[src/rtl/uart_pkg.sv]
`default_nettype none
// ============================================================================
// Module   : uart_pkg
// Purpose  : Shared frame constants and TX state encoding for the UART path.
// Revision : 1.0
// ============================================================================
package uart_pkg;

    localparam int   FRAME_BITS = 10;
    localparam logic START_BIT  = 1'b0;
    localparam logic STOP_BIT   = 1'b1;

    typedef enum logic [1:0] {
        IDLE     = 2'd0,
        LOAD     = 2'd1,
        SHIFT    = 2'd2,
        WAIT_FIN = 2'd3
    } tx_state_t;

    // 8N1 frame, transmitted from bit 0 upwards
    function automatic logic [FRAME_BITS-1:0] build_frame(input logic [7:0] data);
        return {STOP_BIT, data, START_BIT};
    endfunction

endpackage
`default_nettype wire

[src/rtl/uart_tx_fifo.sv]
`default_nettype none
// ============================================================================
// Module   : uart_tx_fifo
// Purpose  : Small synchronous byte FIFO; occupancy counter drives full/empty.
// Revision : 1.0
// ============================================================================
module uart_tx_fifo #(
    parameter int FIFO_DEPTH = 4
) (
    input  logic       sysclk,
    input  logic       reset,
    input  logic       wr_en,
    input  logic [7:0] wr_data,
    input  logic       rd_en,
    output logic [7:0] rd_data,
    output logic       full,
    output logic       empty
);

    localparam int               c_ADDR_W = $clog2(FIFO_DEPTH);
    localparam logic [c_ADDR_W:0] c_FULL  = (c_ADDR_W + 1)'(FIFO_DEPTH);

    logic [7:0]          r_mem [FIFO_DEPTH];
    logic [c_ADDR_W-1:0] r_wr_ptr;
    logic [c_ADDR_W-1:0] r_rd_ptr;
    logic [c_ADDR_W:0]   r_count;
    logic                w_push;
    logic                w_pop;

    // full/empty reflect the count at the start of the cycle, so a pop never frees space for a same-cycle push
    assign full    = (r_count == c_FULL);
    assign empty   = (r_count == '0);
    assign w_push  = wr_en & ~full;
    assign w_pop   = rd_en & ~empty;
    assign rd_data = r_mem[r_rd_ptr];

    always_ff @(posedge sysclk) begin
        if (w_push) begin
            r_mem[r_wr_ptr] <= wr_data;
        end
    end

    always_ff @(posedge sysclk or negedge reset) begin
        if (!reset) begin
            r_wr_ptr <= '0;
            r_rd_ptr <= '0;
            r_count  <= '0;
        end else begin
            if (w_push) begin
                r_wr_ptr <= r_wr_ptr + 1'b1;
            end
            if (w_pop) begin
                r_rd_ptr <= r_rd_ptr + 1'b1;
            end
            case ({w_push, w_pop})
                2'b10:   r_count <= r_count + 1'b1;
                2'b01:   r_count <= r_count - 1'b1;
                default: r_count <= r_count;
            endcase
        end
    end

endmodule
`default_nettype wire

[src/rtl/uart_tx_sender.sv]
`default_nettype none
// ============================================================================
// Module   : uart_tx_sender
// Purpose  : FIFO-buffered 8N1 transmitter driven by an external baud generator.
// Revision : 1.0
// ============================================================================
module uart_tx_sender
    import uart_pkg::*;
#(
    parameter int FIFO_DEPTH = 4
) (
    input  logic       sysclk,
    input  logic       reset,
    input  logic       wr_en,
    input  logic [7:0] wr_data,
    output logic       fifo_full,
    output logic       overflow,
    output logic       baud_trigger,
    output logic       baud_type,
    input  logic       baud_tick,
    input  logic       baud_status,
    input  logic       baud_finish,
    output logic       tx,
    output logic       tx_busy,
    output logic       tx_done
);

    tx_state_t             r_state;
    logic [FRAME_BITS-1:0] r_shift;
    logic [3:0]            r_idx;
    logic                  w_pop;
    logic                  w_empty;
    logic [7:0]            w_rd_data;

    assign baud_type = 1'b1;
    assign w_pop     = (r_state == LOAD);

    uart_tx_fifo #(
        .FIFO_DEPTH (FIFO_DEPTH)
    ) u_fifo (
        .sysclk  (sysclk),
        .reset   (reset),
        .wr_en   (wr_en),
        .wr_data (wr_data),
        .rd_en   (w_pop),
        .rd_data (w_rd_data),
        .full    (fifo_full),
        .empty   (w_empty)
    );

    always_ff @(posedge sysclk or negedge reset) begin
        if (!reset) begin
            r_state      <= IDLE;
            r_shift      <= '1;
            r_idx        <= '0;
            tx           <= 1'b1;
            tx_busy      <= 1'b0;
            overflow     <= 1'b0;
            baud_trigger <= 1'b0;
            tx_done      <= 1'b0;
        end else begin
            overflow     <= wr_en & fifo_full;
            baud_trigger <= 1'b0;
            tx_done      <= 1'b0;
            case (r_state)
                IDLE: begin
                    // waiting for baud_status to drop keeps frames from overlapping a still-running generator
                    if (!w_empty && !baud_status) begin
                        r_state      <= LOAD;
                        tx_busy      <= 1'b1;
                        baud_trigger <= 1'b1;
                    end
                end
                LOAD: begin
                    r_shift <= build_frame(w_rd_data);
                    r_idx   <= '0;
                    r_state <= SHIFT;
                end
                SHIFT: begin
                    if (baud_tick) begin
                        tx    <= r_shift[r_idx];
                        r_idx <= r_idx + 1'b1;
                        if (r_idx == 4'(FRAME_BITS - 1)) begin
                            r_state <= WAIT_FIN;
                        end
                    end
                    // generator abort: the tick above is overridden, the frame is dropped
                    if (baud_finish) begin
                        tx      <= 1'b1;
                        tx_done <= 1'b1;
                        tx_busy <= 1'b0;
                        r_state <= IDLE;
                    end
                end
                WAIT_FIN: begin
                    tx <= 1'b1;
                    if (baud_finish) begin
                        tx_done <= 1'b1;
                        tx_busy <= 1'b0;
                        r_state <= IDLE;
                    end
                end
                default: begin
                    r_state <= IDLE;
                    tx_busy <= 1'b0;
                end
            endcase
        end
    end

endmodule
`default_nettype wire

[config.mk]
export PLATFORM = sky130hd
export DESIGN_NAME = uart_tx_sender
export DESIGN_NICKNAME = d
export VERILOG_FILES = /design/src/rtl/uart_pkg.sv /design/src/rtl/uart_tx_fifo.sv /design/src/rtl/uart_tx_sender.sv
export SDC_FILE = /design/constraint.sdc
export NUM_CORES = 1
export LEC_CHECK = 0
export ABC_CLOCK_PERIOD_IN_PS = 2300
export BUFFER_PORTS_ARGS = -buffer_cell sky130_fd_sc_hd__buf_2
export CORE_MARGIN = 2
export CORE_UTILIZATION = 45
export CTS_BUF_LIST = sky130_fd_sc_hd__clkbuf_8
export DETAILED_ROUTE_END_ITERATION = 8
export PLACE_DENSITY = 0.62
export SETUP_SLACK_MARGIN = 0.15
export SLEW_MARGIN = 40
export SYNTH_ARGS = -nofsm -noshare
export SYNTH_HDL_FRONTEND = slang
export SYNTH_HIERARCHICAL = 1
export SYNTH_SLANG_ARGS = --single-unit
[constraint.sdc]
create_clock -name sysclk -period 2.3 [get_ports sysclk]
set_input_delay 0.345 -clock sysclk [delete_from_list [all_inputs] [get_ports sysclk]]
set_output_delay 0.345 -clock sysclk [all_outputs]
set_load 0.02 [all_outputs]
After elaboration in Yosys (flattened, before gate mapping) --
Memory sizes are Yosys's and may differ from the RTL's. A register that Yosys moved wholly into a read port is not among the register bits. Cells that the tools add are included.
Word-level totals: word-level logic and storage cells 74, output and inout bits 7, flip-flop bits (word level) 27, memory bits (writable) 32, bits of input ports 14, memories 1
Memory list:
- u_fifo.r_mem | words 4, bits a word 8, rd ports 1, clocked after memory_dff 1, write ports 1, line uart_tx_fifo.sv:23 | logic [7:0] r_mem [FIFO_DEPTH];
Operators by class: reduce and logical (&&, ||, !) cells 15, $lt $le $gt $ge 1, add/subtract/negate cells 5, bitwise logic cells 5, muxes and demuxes 23, eq/ne operators 13
Operator list (count):
- 2-to-1 mux 1 bit | 11
- 2-to-1 mux 2 bit | 5
- case mux 2 bit (4 select lines) | 1
- case mux 4 bit (2 select lines) | 1
- nonzero test 2 bit | 4
- equality test 2 bit, second input constant | 3
- inequality test 2 bit, second input constant | 3
- inequality test 3 bit, second input constant | 2
- case mux 3 bit (2 select lines) | 1
- less-than comparator 4 x 5 -> 1 bit, second input constant | 1
- adder 2 x 1 -> 2 bit, second input constant | 2
- adder 4 x 1 -> 4 bit, second input constant | 1
- binary-select mux 1 bit (select 4 bit) | 1
- equality test 2 x 1 -> 1 bit, second input constant | 2
- equality test 4 bit, second input constant | 1
- 2-to-1 mux 4 bit | 1
- case mux 1 bit (2 select lines) | 2
- AND reduction 2 bit | 2
- AND reduction 4 bit | 1
- adder 3 x 1 -> 3 bit, second input constant | 1
- AND 1 bit | 3
- equality test 3 bit, second input constant | 1
- logical NOT 1 bit | 3
- logical NOT 3 bit | 1
- other kinds (7) | 8

Longest topological paths before layout --
word-level depth 5, gate-level depth with buffers 10, depth with buffers taken out 9

Hierarchy --
The synthesis kept the hierarchy.
By module, submodules not included:
- uart_tx_fifo | cells an instance 80, sequential area each 1136.1 µm², times used 1, area each 1584.0 µm²
- uart_tx_sender | cells an instance 86, sequential area each 513.0 µm², times used 1, area each 962.2 µm²

Least setup slack after synthesis --
No wires, ideal clock.
path kind reg2reg, start point reg u_fifo.r_count[0], end point reg u_fifo.r_count[2], data required time 2221 ps, library setup time 79 ps, stages on the path, launching flop included 10, path slack 227 ps, data arrival time 1994 ps, period minus slack after synthesis 2073 ps, path buffers 0, cell sequence dfrtp_1 > or3b_4 > and2_4 > inv_1 > ha_1 > inv_1 > fa_1 > xor2_1 > nor2_1 > xor2_1
On the way: longest elaborated chain between the ends 5, elaborated cells on any way between the ends 12, those cells by class add/sub: 2; eq/ne: 3; mux: 1; bitwise: 4; reduce/logical: 2
RTL lines:
- from (decl) | line uart_tx_fifo.sv:26 | logic [c_ADDR_W:0] r_count;
- from (signal assigned) | line uart_tx_fifo.sv:56 | 2'b10: r_count <= r_count + 1'b1;
- from (signal assigned) | line uart_tx_fifo.sv:57 | 2'b01: r_count <= r_count - 1'b1;
- from (signal assigned) | line uart_tx_fifo.sv:58 | default: r_count <= r_count;
- equality test 3 bit / logical NOT 3 bit (equally long branches) | line uart_tx_fifo.sv:31, uart_tx_fifo.sv:32
- inverter 1 bit, on equally long branches | line uart_tx_fifo.sv:33, uart_tx_fifo.sv:34
- AND 1 bit, on equally long branches | line uart_tx_fifo.sv:33, uart_tx_fifo.sv:34
- equality test 2 x 1 -> 1 bit / equality test 2 bit (equally long branches) | line uart_tx_fifo.sv:55 | case ({w_push, w_pop})
- case mux 3 bit (2 select lines) / nonzero test 2 bit (equally long branches)
Parallel ways exist; a longest one is shown, timed or not. A chain may end at the register's enable or synchronous reset.

Worst setup path in the final report --
start point reg u_fifo.r_count[1], end point reg u_fifo.r_count[2]
The elaborated chain is that of the path after synthesis.

==> qor.txt <==
CP startpoint kind: flop
worst-margin pin slew: 0.606 ns
Remaining DRCs: 0
FF-to-FF Start: u_fifo/r_count[1]$_DFFE_PN0P_
post-route minimum period: 2.09 ns
worst clock skew: 0.00721 ns
worst path arrival time: 2.32 ns
worst-path cell with the longest stage delay: or3b_4
final non-filler cell area: 2970 sq um
outcome: finished, final reports clean
Hold Fails Final Rpt: 0
start point of the critical path: u_fifo/r_count[1]$_DFFE_PN0P_
number of max-cap violations: 0
sequence of cells on the critical path: or3b_4 -> and2_4 -> inv_4 -> ha_4 -> inv_2 -> fa_2 -> xor2_1 -> nor2_1 -> xor2_1
synth warn: 6
Boundary Pins: 21
site row count: 27
CP Capture Point: u_fifo/r_count[2]$_DFFE_PN0P_
critical path class: reg2reg
CTS tree: done
number of fill cells in the layout: 453
crit share post-route: 90.7%
maximum clock frequency: 479 MHz
maximum level of the CTS H-tree: 3
Via density: 5.09
DRT antenna net count: 0
relative slew slack: 59.6%
diode count: 0
Critical Path RT: 2.54 ns
TritonCTS Buffers: 9
count of unique library cells instantiated by Yosys: 42
top fanout value on the critical path: 4
height of the die: 79.2 um
WL per Instance: 15.3 um
element type at the critical path end: flop
Synth Cell Area: 2550 sq um
cell count after synthesis: 166
leading cell type in the layout, fill and taps excluded: edfxtp_1
number of enable flip-flop cells after synthesis: 32
fraction of layout instances using a drive strength above 1: 39.8%
area occupied by registers: 1650 sq um
worst ir drop on vdd: 533 uV
Starting Density: 46.5%
PortBufs: 19
antenna violations before repair: 0
worst-case clock buffer depth: 2
area used by multi-input combinational logic: 822 sq um
starting DRC count in detailed routing: 47
RD Place Congestion: 0.774
commonest cells after routing, fill and taps aside: edfxtp_1 (32), buf_2 (19), dfrtp_1 (17)
Final Routed Wirelength: 4190 um
Power Dens Cells: 1340 nW/um^2
area delta synth->final: 16.6%
clock-pin slew reported for the worst setup and hold paths after clock tree synthesis: 0.07 ns
horizontal die dimension: 79.2 um
Layout Utilization: 54.3%
largest net degree at the start of global routing: 28
number of global-route vias before repair: 1394
capturing point of the worst reg2reg path: u_fifo/r_count[2]$_DFFE_PN0P_
post-synthesis async set-or-reset flop share: 45.8%
length in cells of the worst reg-to-reg path: 9
Via Count: 1389
most numerous cell on the critical path: xor2_1
total core area: 5470 sq um
Hold Worst Slack: 0.0292 ns
wire length of the first global-routing pass: 6970 um
proportion of synthesized chip area in sequential cells: 64.8%
flops & latches, synth: 59
total global routing overflow: 0
Worst path max stage delay: 0.43 ns
DIE AREA: 6280 sq um
root buffer cell: clkbuf_8
ys flop type: edfxtp_1
final total power: 3.99 mW
total number of clock tree sinks: 59
mean instance size in the synthesized netlist: 15.3 sq um
static leakage: 1.19 nW
total global routing track utilization: 15.0%
RSZ-0062 raised after global routing: false
number of setup violations in the final report: 0
clock latency at the later pin of the worst-skew pair: 0.32 ns
Final Max Tran Viols: 0
worst-case register-to-register setup slack: 0.21 ns
sum of negative setup slack: 0 ns
post-layout net count: 218
net count after synthesis: 188
HPWL after detailed placement: 2730 um
worst min-delay path category: in2async
router iterations before antenna repair: 4
placed instance area: 2700 sq um
## synthesized netlist by cell type, types with 2 or more instances
cell / number / share of area [%]
nor3b_1: 2 / 0.59
dfrtp_1: 17 / 17
mux2i_1: 3 / 1.2
nor2_1: 7 / 1.0
buf_4: 2 / 0.59
xnor2_1: 3 / 1.0
o21ai_0: 4 / 0.79
and3_2: 4 / 1.2
nor3_1: 3 / 0.59
mux4_2: 9 / 8.0
buf_2: 3 / 0.59
edfxtp_1: 32 / 38
nand2b_1: 2 / 0.49
mux2_2: 8 / 3.5
a31oi_1: 2 / 0.49
xor2_1: 3 / 1.0
nand2_1: 5 / 0.74
dfstp_2: 10 / 10
inv_1: 11 / 1.6
nor2b_1: 3 / 0.74
ha_1: 7 / 3.4
a21oi_1: 6 / 1.2
## how the worst min path moves through the flow
| stage | slack (ns) | startpoint | endpoint | cells past startpoint |
|---|---|---|---|---|
| 3_5_place_dp | 0.39 | reset | r_idx[0]$_DFFE_PN0P_ | 1 |
| 4_1_cts | 0.04 | reset | r_idx[0]$_DFFE_PN0P_ | 1 |
| 3_3_place_gp | 0.38 | reset | r_idx[0]$_DFFE_PN0P_ | 1 |
| 6_report | 0.03 | reset | r_idx[0]$_DFFE_PN0P_ | 1 |
| 2_1_floorplan | 0.05 | reset | baud_trigger$_DFF_PN0_ | 0 |
| 5_1_grt | 0.06 | reset | r_idx[2]$_DFFE_PN0P_ | 1 |
## critical path: cells and delay by family, from the launching register on
family                   cells  cell delay, ns
AND/OR/NAND/NOR              3            0.72
buffers and inverters        2            0.09
flip-flops                   1            0.41
XOR/XNOR                     2            0.29
adder cells (fa/ha/maj)      2            0.49
## repair_timing
action | in CTS | in global routing
setup endpoints to repair | 1 | 1
setup buffers | 2 | 4
hold buffers | 0 | 0
resized for setup | 0 | 6
pin swaps | 0 | 5
## per-stage QoR
stage	instances	setup slack, ns
2_1_floorplan	166	0.227
3_3_place_gp	251	0.181
3_5_place_dp	251	0.102
4_1_cts	269	0.151
5_1_grt	273	0.149
6_report	273	0.214
## per-layer routing
| layer | track usage (%) | up-vias | routed length [um] |
|---|---|---|---|
| met5 | 0 | - | 0 |
| met4 | 7.76 | 0 | 24 |
| met3 | 4.09 | 2 | 140 |
| met2 | 21.8 | 29 | 2040 |
| met1 | 20.8 | 698 | 1980 |
| li1 | - | 660 | - |
## kinds of logic after synthesis
group,Yosys count,share of synthesized area (%)
XOR/XNOR,6,2.06
flip-flops,59,64.8
AND/OR/NAND/NOR,34,7.62
buffers and inverters,19,3.54
multiplexers,21,13.3
other,1,0.147
AO/OA/AOI/OAI,18,4.37
adder cells (fa/ha/maj),8,4.23
## state kept, by name (all words and copies together) (netlist names)
register,count
r_state,2
r_idx,4
u_fifo/r_count,3
r_shift,9
tx_busy,1
tx,1
overflow,1
u_fifo/r_wr_ptr,2
u_fifo/r_rd_ptr,2
tx_done,1
baud_trigger,1
u_fifo/r_mem,32
## final cells by class
| cell class | instances | area share, % |
|---|---|---|
| inverters | 11 | 1.47 |
| clock buffers | 9 | 4.17 |
| well taps | 72 | 3.03 |
| multi-input cells | 88 | 27.7 |
| flip-flops and latches | 59 | 55.5 |
| repair buffers | 27 | 5.23 |
| clock inverters | 7 | 2.87 |
## power by group
| part | internal [mW] | switching [mW] | leakage (nW) |
|---|---|---|---|
| Sequential | 1.52 | 0.275 | 0.610 |
| Combinational | 0.654 | 0.568 | 0.471 |
| Clock | 0.598 | 0.378 | 0.112 |
| Total | 2.77 | 1.22 | 1.19 |
No activity file was read; power rests on OpenSTA's default activity.
